[config.mk]
export PLATFORM = sky130hd
export DESIGN_NAME = sram_bank_arbiter
export DESIGN_NICKNAME = d
export VERILOG_FILES = /design/src/rtl/sram_bank_arbiter_pkg.sv /design/src/rtl/sram_bank_arbiter_rr_arbiter.sv /design/src/rtl/sram_bank_arbiter.sv
export SDC_FILE = /design/constraint.sdc
export NUM_CORES = 1
export LEC_CHECK = 0
export BUFFER_PORTS_ARGS = -buffer_cell sky130_fd_sc_hd__buf_2
export CAP_MARGIN = 10
export CORE_MARGIN = 10
export CORE_UTILIZATION = 38
export DETAILED_ROUTE_END_ITERATION = 8
export SYNTH_ARGS = -nofsm -noshare
export SYNTH_HDL_FRONTEND = slang
export SYNTH_SLANG_ARGS = --single-unit
[constraint.sdc]
create_clock -name clk -period 3.3 [get_ports clk]
set_clock_uncertainty 0.05 [all_clocks]
set_input_delay 0.165 -clock clk [delete_from_list [all_inputs] [get_ports clk]]
set_output_delay 0.165 -clock clk [all_outputs]
set_load 0.01 [all_outputs]
[src/rtl/sram_bank_arbiter_pkg.sv]
// Shared parameters for the on-chip buffer arbiter.
// Holds the multi_sram geometry (bank count and widths), the default
// requester count and bank-index width, and the requester-id names.
// It also provides a constant clog2 helper used to size the priority
// pointers.
package sram_bank_arbiter_pkg;

    localparam int NUM_SRAMS      = 6;
    localparam int MAX_ADDR_WIDTH = 8;
    localparam int MAX_DATA_WIDTH = 16;
    localparam int SRAM_WIDTH_O   = 16;

    localparam int NUM_REQ_DEF    = 3;
    localparam int BANK_W_DEF     = 3;

    localparam int REQ_DMA        = 0;
    localparam int REQ_CONV       = 1;
    localparam int REQ_POST       = 2;

    function automatic int clog2(input int value);
        int width;
        width = 0;
        for (int v = value - 1; v > 0; v = v >> 1) begin
            width++;
        end
        return width;
    endfunction

endpackage

[src/rtl/sram_bank_arbiter_rr_arbiter.sv]
// Round-robin arbiter for one bank.
// The search starts at i_ptr and wraps modulo N. The first requester found
// with its request bit set wins.
//   i_req  : request vector (valid and targeting this bank)
//   i_ptr  : highest-priority requester id
//   o_gnt  : one-hot grant
//   o_any  : some requester was granted
//   o_id   : binary id of the granted requester (0 when o_any=0)
module rr_arbiter #(
    parameter int N  = 3,
    parameter int PW = 2
) (
    input  logic [N-1:0]  i_req,
    input  logic [PW-1:0] i_ptr,
    output logic [N-1:0]  o_gnt,
    output logic          o_any,
    output logic [PW-1:0] o_id
);

    always_comb begin : p_search
        int w_idx;
        o_gnt = '0;
        o_any = 1'b0;
        o_id  = '0;
        w_idx = 0;
        for (int k = 0; k < N; k++) begin
            w_idx = (int'(i_ptr) + k) % N;
            if (!o_any && i_req[w_idx]) begin
                o_gnt[w_idx] = 1'b1;
                o_any        = 1'b1;
                o_id         = PW'(w_idx);
            end
        end
    end

endmodule

[src/rtl/sram_bank_arbiter.sv]
// Per-bank round-robin arbiter in front of multi_sram.
// Each of NUM_REQ requesters issues single-beat reads or writes to one
// bank. Requests to different banks are granted in the same cycle.
// Read data comes back exactly one cycle after the grant, on the granted
// requester's rsp lane.
//   clk, rst     : clock, asynchronous active-low reset
//   req_valid    : per-requester request valid
//   req_ready    : per-requester grant (combinational)
//   req_bank     : per-requester target bank
//   req_we       : per-requester write enable
//   req_addr     : per-requester word address
//   req_wdata    : per-requester write data
//   rsp_valid    : per-requester read-data-valid pulse
//   rsp_data     : per-requester read data
//   sram_en      : multi_sram enables
//   sram_we      : multi_sram write enables
//   sram_addr    : multi_sram addresses
//   sram_wdata   : multi_sram write data
//   sram_rdata   : multi_sram read data
module sram_bank_arbiter
    import sram_bank_arbiter_pkg::*;
#(
    parameter int NUM_REQ           = NUM_REQ_DEF,
    parameter int BANK_W            = BANK_W_DEF,
    parameter bit BAD_BANK_IS_ERROR = 1'b1
) (
    input  logic                                clk,
    input  logic                                rst,
    input  logic [NUM_REQ-1:0]                  req_valid,
    output logic [NUM_REQ-1:0]                  req_ready,
    input  logic [NUM_REQ*BANK_W-1:0]           req_bank,
    input  logic [NUM_REQ-1:0]                  req_we,
    input  logic [NUM_REQ*MAX_ADDR_WIDTH-1:0]   req_addr,
    input  logic [NUM_REQ*MAX_DATA_WIDTH-1:0]   req_wdata,
    output logic [NUM_REQ-1:0]                  rsp_valid,
    output logic [NUM_REQ*SRAM_WIDTH_O-1:0]     rsp_data,
    output logic [NUM_SRAMS-1:0]                sram_en,
    output logic [NUM_SRAMS-1:0]                sram_we,
    output logic [NUM_SRAMS*MAX_ADDR_WIDTH-1:0] sram_addr,
    output logic [NUM_SRAMS*MAX_DATA_WIDTH-1:0] sram_wdata,
    input  logic [NUM_SRAMS*SRAM_WIDTH_O-1:0]   sram_rdata
);

    localparam int ID_W = (clog2(NUM_REQ) < 1) ? 1 : clog2(NUM_REQ);
    localparam int AW   = MAX_ADDR_WIDTH;
    localparam int DW   = MAX_DATA_WIDTH;
    localparam int OW   = SRAM_WIDTH_O;

    logic [NUM_REQ-1:0]   w_bank_req [NUM_SRAMS];
    logic [NUM_REQ-1:0]   w_gnt      [NUM_SRAMS];
    logic [NUM_SRAMS-1:0] w_any;
    logic [ID_W-1:0]      w_id       [NUM_SRAMS];

    logic [ID_W-1:0]      r_ptr      [NUM_SRAMS];
    logic [NUM_SRAMS-1:0] r_rd_pend;
    logic [ID_W-1:0]      r_rd_owner [NUM_SRAMS];

    // Gating with rst keeps every grant, and so every SRAM strobe, low
    // while reset is held. Bank indices >= NUM_SRAMS match no arbiter,
    // so those requests are never granted.
    always_comb begin
        for (int b = 0; b < NUM_SRAMS; b++) begin
            for (int r = 0; r < NUM_REQ; r++) begin
                w_bank_req[b][r] = rst && req_valid[r] &&
                                   (req_bank[r*BANK_W +: BANK_W] == BANK_W'(b));
            end
        end
    end

    for (genvar b = 0; b < NUM_SRAMS; b++) begin : g_bank
        rr_arbiter #(
            .N  (NUM_REQ),
            .PW (ID_W)
        ) u_rr (
            .i_req (w_bank_req[b]),
            .i_ptr (r_ptr[b]),
            .o_gnt (w_gnt[b]),
            .o_any (w_any[b]),
            .o_id  (w_id[b])
        );
    end

    always_comb begin
        req_ready  = '0;
        sram_en    = '0;
        sram_we    = '0;
        sram_addr  = '0;
        sram_wdata = '0;
        for (int b = 0; b < NUM_SRAMS; b++) begin
            req_ready = req_ready | w_gnt[b];
            if (w_any[b]) begin
                sram_en[b]              = 1'b1;
                sram_we[b]              = req_we[w_id[b]];
                sram_addr[b*AW +: AW]   = req_addr[int'(w_id[b])*AW +: AW];
                sram_wdata[b*DW +: DW]  = req_wdata[int'(w_id[b])*DW +: DW];
            end
        end
    end

    always_ff @(posedge clk or negedge rst) begin
        if (!rst) begin
            for (int b = 0; b < NUM_SRAMS; b++) begin
                r_ptr[b]      <= '0;
                r_rd_owner[b] <= '0;
            end
            r_rd_pend <= '0;
        end else begin
            for (int b = 0; b < NUM_SRAMS; b++) begin
                if (w_any[b]) begin
                    r_ptr[b] <= ID_W'((int'(w_id[b]) + 1) % NUM_REQ);
                end
                r_rd_pend[b] <= w_any[b] && !req_we[w_id[b]];
                if (w_any[b] && !req_we[w_id[b]]) begin
                    r_rd_owner[b] <= w_id[b];
                end
            end
        end
    end

    // A requester has at most one read in flight, so no two banks ever
    // return data to the same lane in the same cycle.
    always_comb begin
        rsp_valid = '0;
        rsp_data  = '0;
        for (int b = 0; b < NUM_SRAMS; b++) begin
            if (r_rd_pend[b]) begin
                rsp_valid[r_rd_owner[b]]                 = 1'b1;
                rsp_data[int'(r_rd_owner[b])*OW +: OW]   = sram_rdata[b*OW +: OW];
            end
        end
    end

    for (genvar r = 0; r < NUM_REQ; r++) begin : g_bank_chk
        a_bank_in_range: assert property (@(posedge clk) disable iff (!rst)
            !(req_valid[r] &&
              ({1'b0, req_bank[r*BANK_W +: BANK_W]} >= (BANK_W+1)'(NUM_SRAMS))))
        else begin
            if (BAD_BANK_IS_ERROR)
                $error("requester %0d targets nonexistent bank %0d", r,
                       req_bank[r*BANK_W +: BANK_W]);
            else
                $warning("requester %0d targets nonexistent bank %0d", r,
                         req_bank[r*BANK_W +: BANK_W]);
        end
    end

endmodule

==> results.tsv <==
stage	metric	value	unit
floorplan	I/O pin cnt	395	
final_layout	Fillers	2793	
synthesis	largest cells by area after synthesis	mux2i_1 (15%), a22oi_1 (11%), a211oi_1 (9.7%)	
grt	initial antenna violation count	2	
critical_path	Setup CP Type	flop to primary output	
critical_path	CP cell instances	inv_1 -> ha_1 -> a2111oi_1 -> nor4_4 -> buf_4 -> mux2i_1 -> a211oi_1 -> buf_2	
detailed_routing	Final ANT Viol Nets	0	
sta	Tcrit/Tclk final	0.946	
synthesis	Seq/Total Area, Yosys	0.0727	
synthesis	share of the synthesized area in the top cell type	0.145	
detailed_routing	Routed WL	52500	um
critical_path	Arrival @ worst endpoint	2.91	ns
synthesis	Syn Inst Count	1435	
critical_path	crit path max-delay cell type	a2111oi_1	
grt	GRT met1 Usage	0.343	
final_layout	Post-Layout Cell Count	2127	
placement	placed cells	2112	
grt	largest net degree at the start of global routing	47	
critical_path	Critical Path RT	3.08	ns
clock_network	cts bufs inserted	5	
detailed_routing	DRT Pass-1 Iters	5	
hold_path	Min-Delay Path Class	input port to asynchronous set/reset pin	
grt	GR Overflow Total	0	
synthesis	post-synthesis instance area	10300	um2
pwr	Tot Pwr	3.37	mW
grt	GR Layer Usage met2	0.493	
clock_network	H-tree levels	2	
sta	fin crit period	3.12	ns
clock_network	clock slew at reported path FFs	0.05	ns
floorplan	die area	34200	um2
final_layout	share of layout cells above drive strength 1	0.316	
sta	worst slew slack as a fraction of its limit	0.482	
synthesis	Syn. warnings	0	
run	MaxCap Viol Count	0	
status	status	completed	
pwr	Pleak	5.95	nW
grt	GR Util All Layers	0.288	
clock_network	clock buffer depth	2	
sta	fmax	320	MHz
placement	IO Port Bufs	394	
floorplan	initial core utilization	0.384	
sta	final hold violation count	0	
clock_network	CTS tree	done	
placement	RePlAce Congestion	1.04	
final_layout	Area Growth Syn to Fin	26.1	%
synthesis	flops & latches, synth	30	
sta	worst-margin pin slew	0.770	ns
clock_network	worst-skew pair later-pin latency	0.28	ns
synthesis	average size of a mapped cell	7.19	um2
sta	Setup TNS Final	0	ns
floorplan	core area	26900	um2
final_layout	commonest non-fill, non-tap cells in the layout	buf_2 (394), nor2_1 (195), a22oi_1 (153)	
floorplan	Die Y-Extent	185	um
grt	gr busiest metal	met2	
pwr	power per cell area	259	nW/um2
pwr	Worst IR Drop VDD	176	uV
critical_path	worst-path fanout max	5	
grt	routing usage on met3	0.0594	
critical_path	crit path capture type	primary output	
synthesis	number of synthesized flops with an enable pin	0	
synthesis	distinct cell type count after synthesis	93	
detailed_routing	1st-iter DRT viols	966	
detailed_routing	Residual DRC	0	
synthesis	Most used DFF post-synth	dfrtp_1	
sta	Slew Limit Fails	0	
critical_path	Max stage delay on crit path	0.66	ns
floorplan	chip width	185	um
critical_path	Worst Setup Start Kind	flop	
clock_network	Root Driver	clkbuf_16	
synthesis	Yosys top cell by area	mux2i_1	
detailed_routing	WL/cell	24.7	um
synthesis	Syn Nets	1684	
placement	hpwl dp	42400	um
synthesis	post-synthesis async set-or-reset flop share	1.00	
detailed_routing	DR vias/cell	6.30	
detailed_routing	vias	13396	
grt	vias in the first global route	13101	
final_layout	nets	2033	
clock_network	clock tree sinks	30	
sta	Final setup viols	0	
final_layout	most common cell after layout, fill and taps aside	buf_2	
grt	first-pass GRT wire length	79000	um
floorplan	Row Count	60	
-- synth_stat cells, types with 3 or more instances --
| library cell | instances |
|---|---|
| nor2_1 | 195 |
| a22oi_1 | 153 |
| mux2i_1 | 150 |
| a211oi_1 | 133 |
| o21ai_0 | 112 |
| nand2_1 | 97 |
| clkbuf_1 | 69 |
| ha_1 | 64 |
| inv_1 | 46 |
| buf_2 | 33 |
| dfrtp_1 | 30 |
| nand3_1 | 26 |
| o21ai_1 | 21 |
| a211oi_2 | 18 |
| buf_4 | 18 |
| nand4_1 | 18 |
| a21oi_1 | 16 |
| nor3_1 | 13 |
| nor4_1 | 12 |
| o211ai_1 | 12 |
| mux2_2 | 11 |
| nor2b_1 | 11 |
| buf_6 | 10 |
| and3_1 | 9 |
| a22o_1 | 8 |
| nand2b_1 | 8 |
| and2_1 | 7 |
| and4b_1 | 7 |
| nand3b_1 | 6 |
| nand4b_1 | 6 |
| nor4b_1 | 6 |
| a2111oi_0 | 5 |
| o22ai_1 | 5 |
| a221oi_1 | 4 |
| a31oi_1 | 4 |
| o2111ai_1 | 4 |
| o21a_1 | 4 |
| or2_2 | 4 |
| a21boi_0 | 3 |
| buf_8 | 3 |
| mux2_1 | 3 |
| o211ai_2 | 3 |
| or3_1 | 3 |
-- metrics by stage --
stage / hold slack, ns / cell area (um2) / utilization / setup slack, ns
2_1_floorplan: -0.181 / 10300 / - / 0.664
3_3_place_gp: 0.131 / 12800 / 0.477 / 0.370
3_5_place_dp: 0.139 / 12800 / 0.477 / 0.316
4_1_cts: 0.0736 / 13000 / 0.482 / 0.0614
5_1_grt: 0.102 / 13000 / 0.484 / -0.0140
6_report: 0.0840 / 13000 / 0.484 / 0.177
-- registers in the layout, indices dropped and copies added, names as in the netlist --
signal      count
r_rd_pend       6
r_rd_owner     12
r_ptr          12
-- worst max-delay path, delay by kind of cell (launching register included) --
family / cells / cell delay, ns
compound gates: 2 / 1.12
buf+inv: 3 / 0.50
flops: 1 / 0.40
fa+ha+maj: 1 / 0.36
simple gates: 1 / 0.12
mux: 1 / 0.12
-- worst paths after layout --
path | start | endpoint | slack (ns) | cells after the start
worst min register to register | r_ptr[5]$_DFFE_PN0P_ | r_ptr[5]$_DFFE_PN0P_ | 0.52 | 1
worst max register to register | r_ptr[6]$_DFFE_PN0P_ | r_ptr[6]$_DFFE_PN0P_ | 0.61 | 8
worst min-delay path | rst | r_ptr[0]$_DFFE_PN0P_ | 0.08 | 3
min in group clk | req_we[2] | r_rd_owner[5]$_DFFE_PN0P_ | 0.17 | 2
worst max-delay path | r_ptr[4]$_DFFE_PN0P_ | sram_wdata[49] | 0.18 | 8
max in group asynchronous | rst | r_rd_owner[9]$_DFFE_PN0P_ | 2.19 | 3
-- power by group --
group	internal, mW	leakage, nW	switching (mW)	total, mW
Clock	0.272	0.0694	0.165	0.437
Combinational	0.834	5.51	1.50	2.34
Sequential	0.464	0.370	0.132	0.596
-- area by class of cell --
type	count	area [um2]	share of cell area
multi-input combinational	1220	8750	0.672
timing repair buffer	480	2770	0.213
sequential	30	751	0.0577
tap	341	427	0.0328
inverter	47	176	0.0136
clock buffer	5	125	0.00961
clock inverter	2	10.0	0.000769
antenna	2	5.00	0.000384
-- kinds of logic after synthesis --
logic type,share of synthesized area
AO/OA/AOI/OAI,0.373
AND/OR/NAND/NOR,0.218
buffers and inverters,0.0935
multiplexers,0.162
adder cells (fa/ha/maj),0.0798
flip-flops,0.0727
-- timing repair --
item	4_1_cts	5_1_grt
pin swaps	0	2
hold endpoints to repair	10	0
hold buffers	1	0
cloned	0	0
setup buffers	0	5
endpoints found under the setup margin	1	56
gates resized for setup	1	6
-- layer usage --
| metal | routed length, um | part of all wire |
|---|---|---|
| met5 | 0 | 0 |
| met4 | 2220 | 0.042 |
| met3 | 4340 | 0.083 |
| met2 | 25000 | 0.48 |
| met1 | 20900 | 0.40 |
No activity file was read; power rests on OpenSTA's default activity.
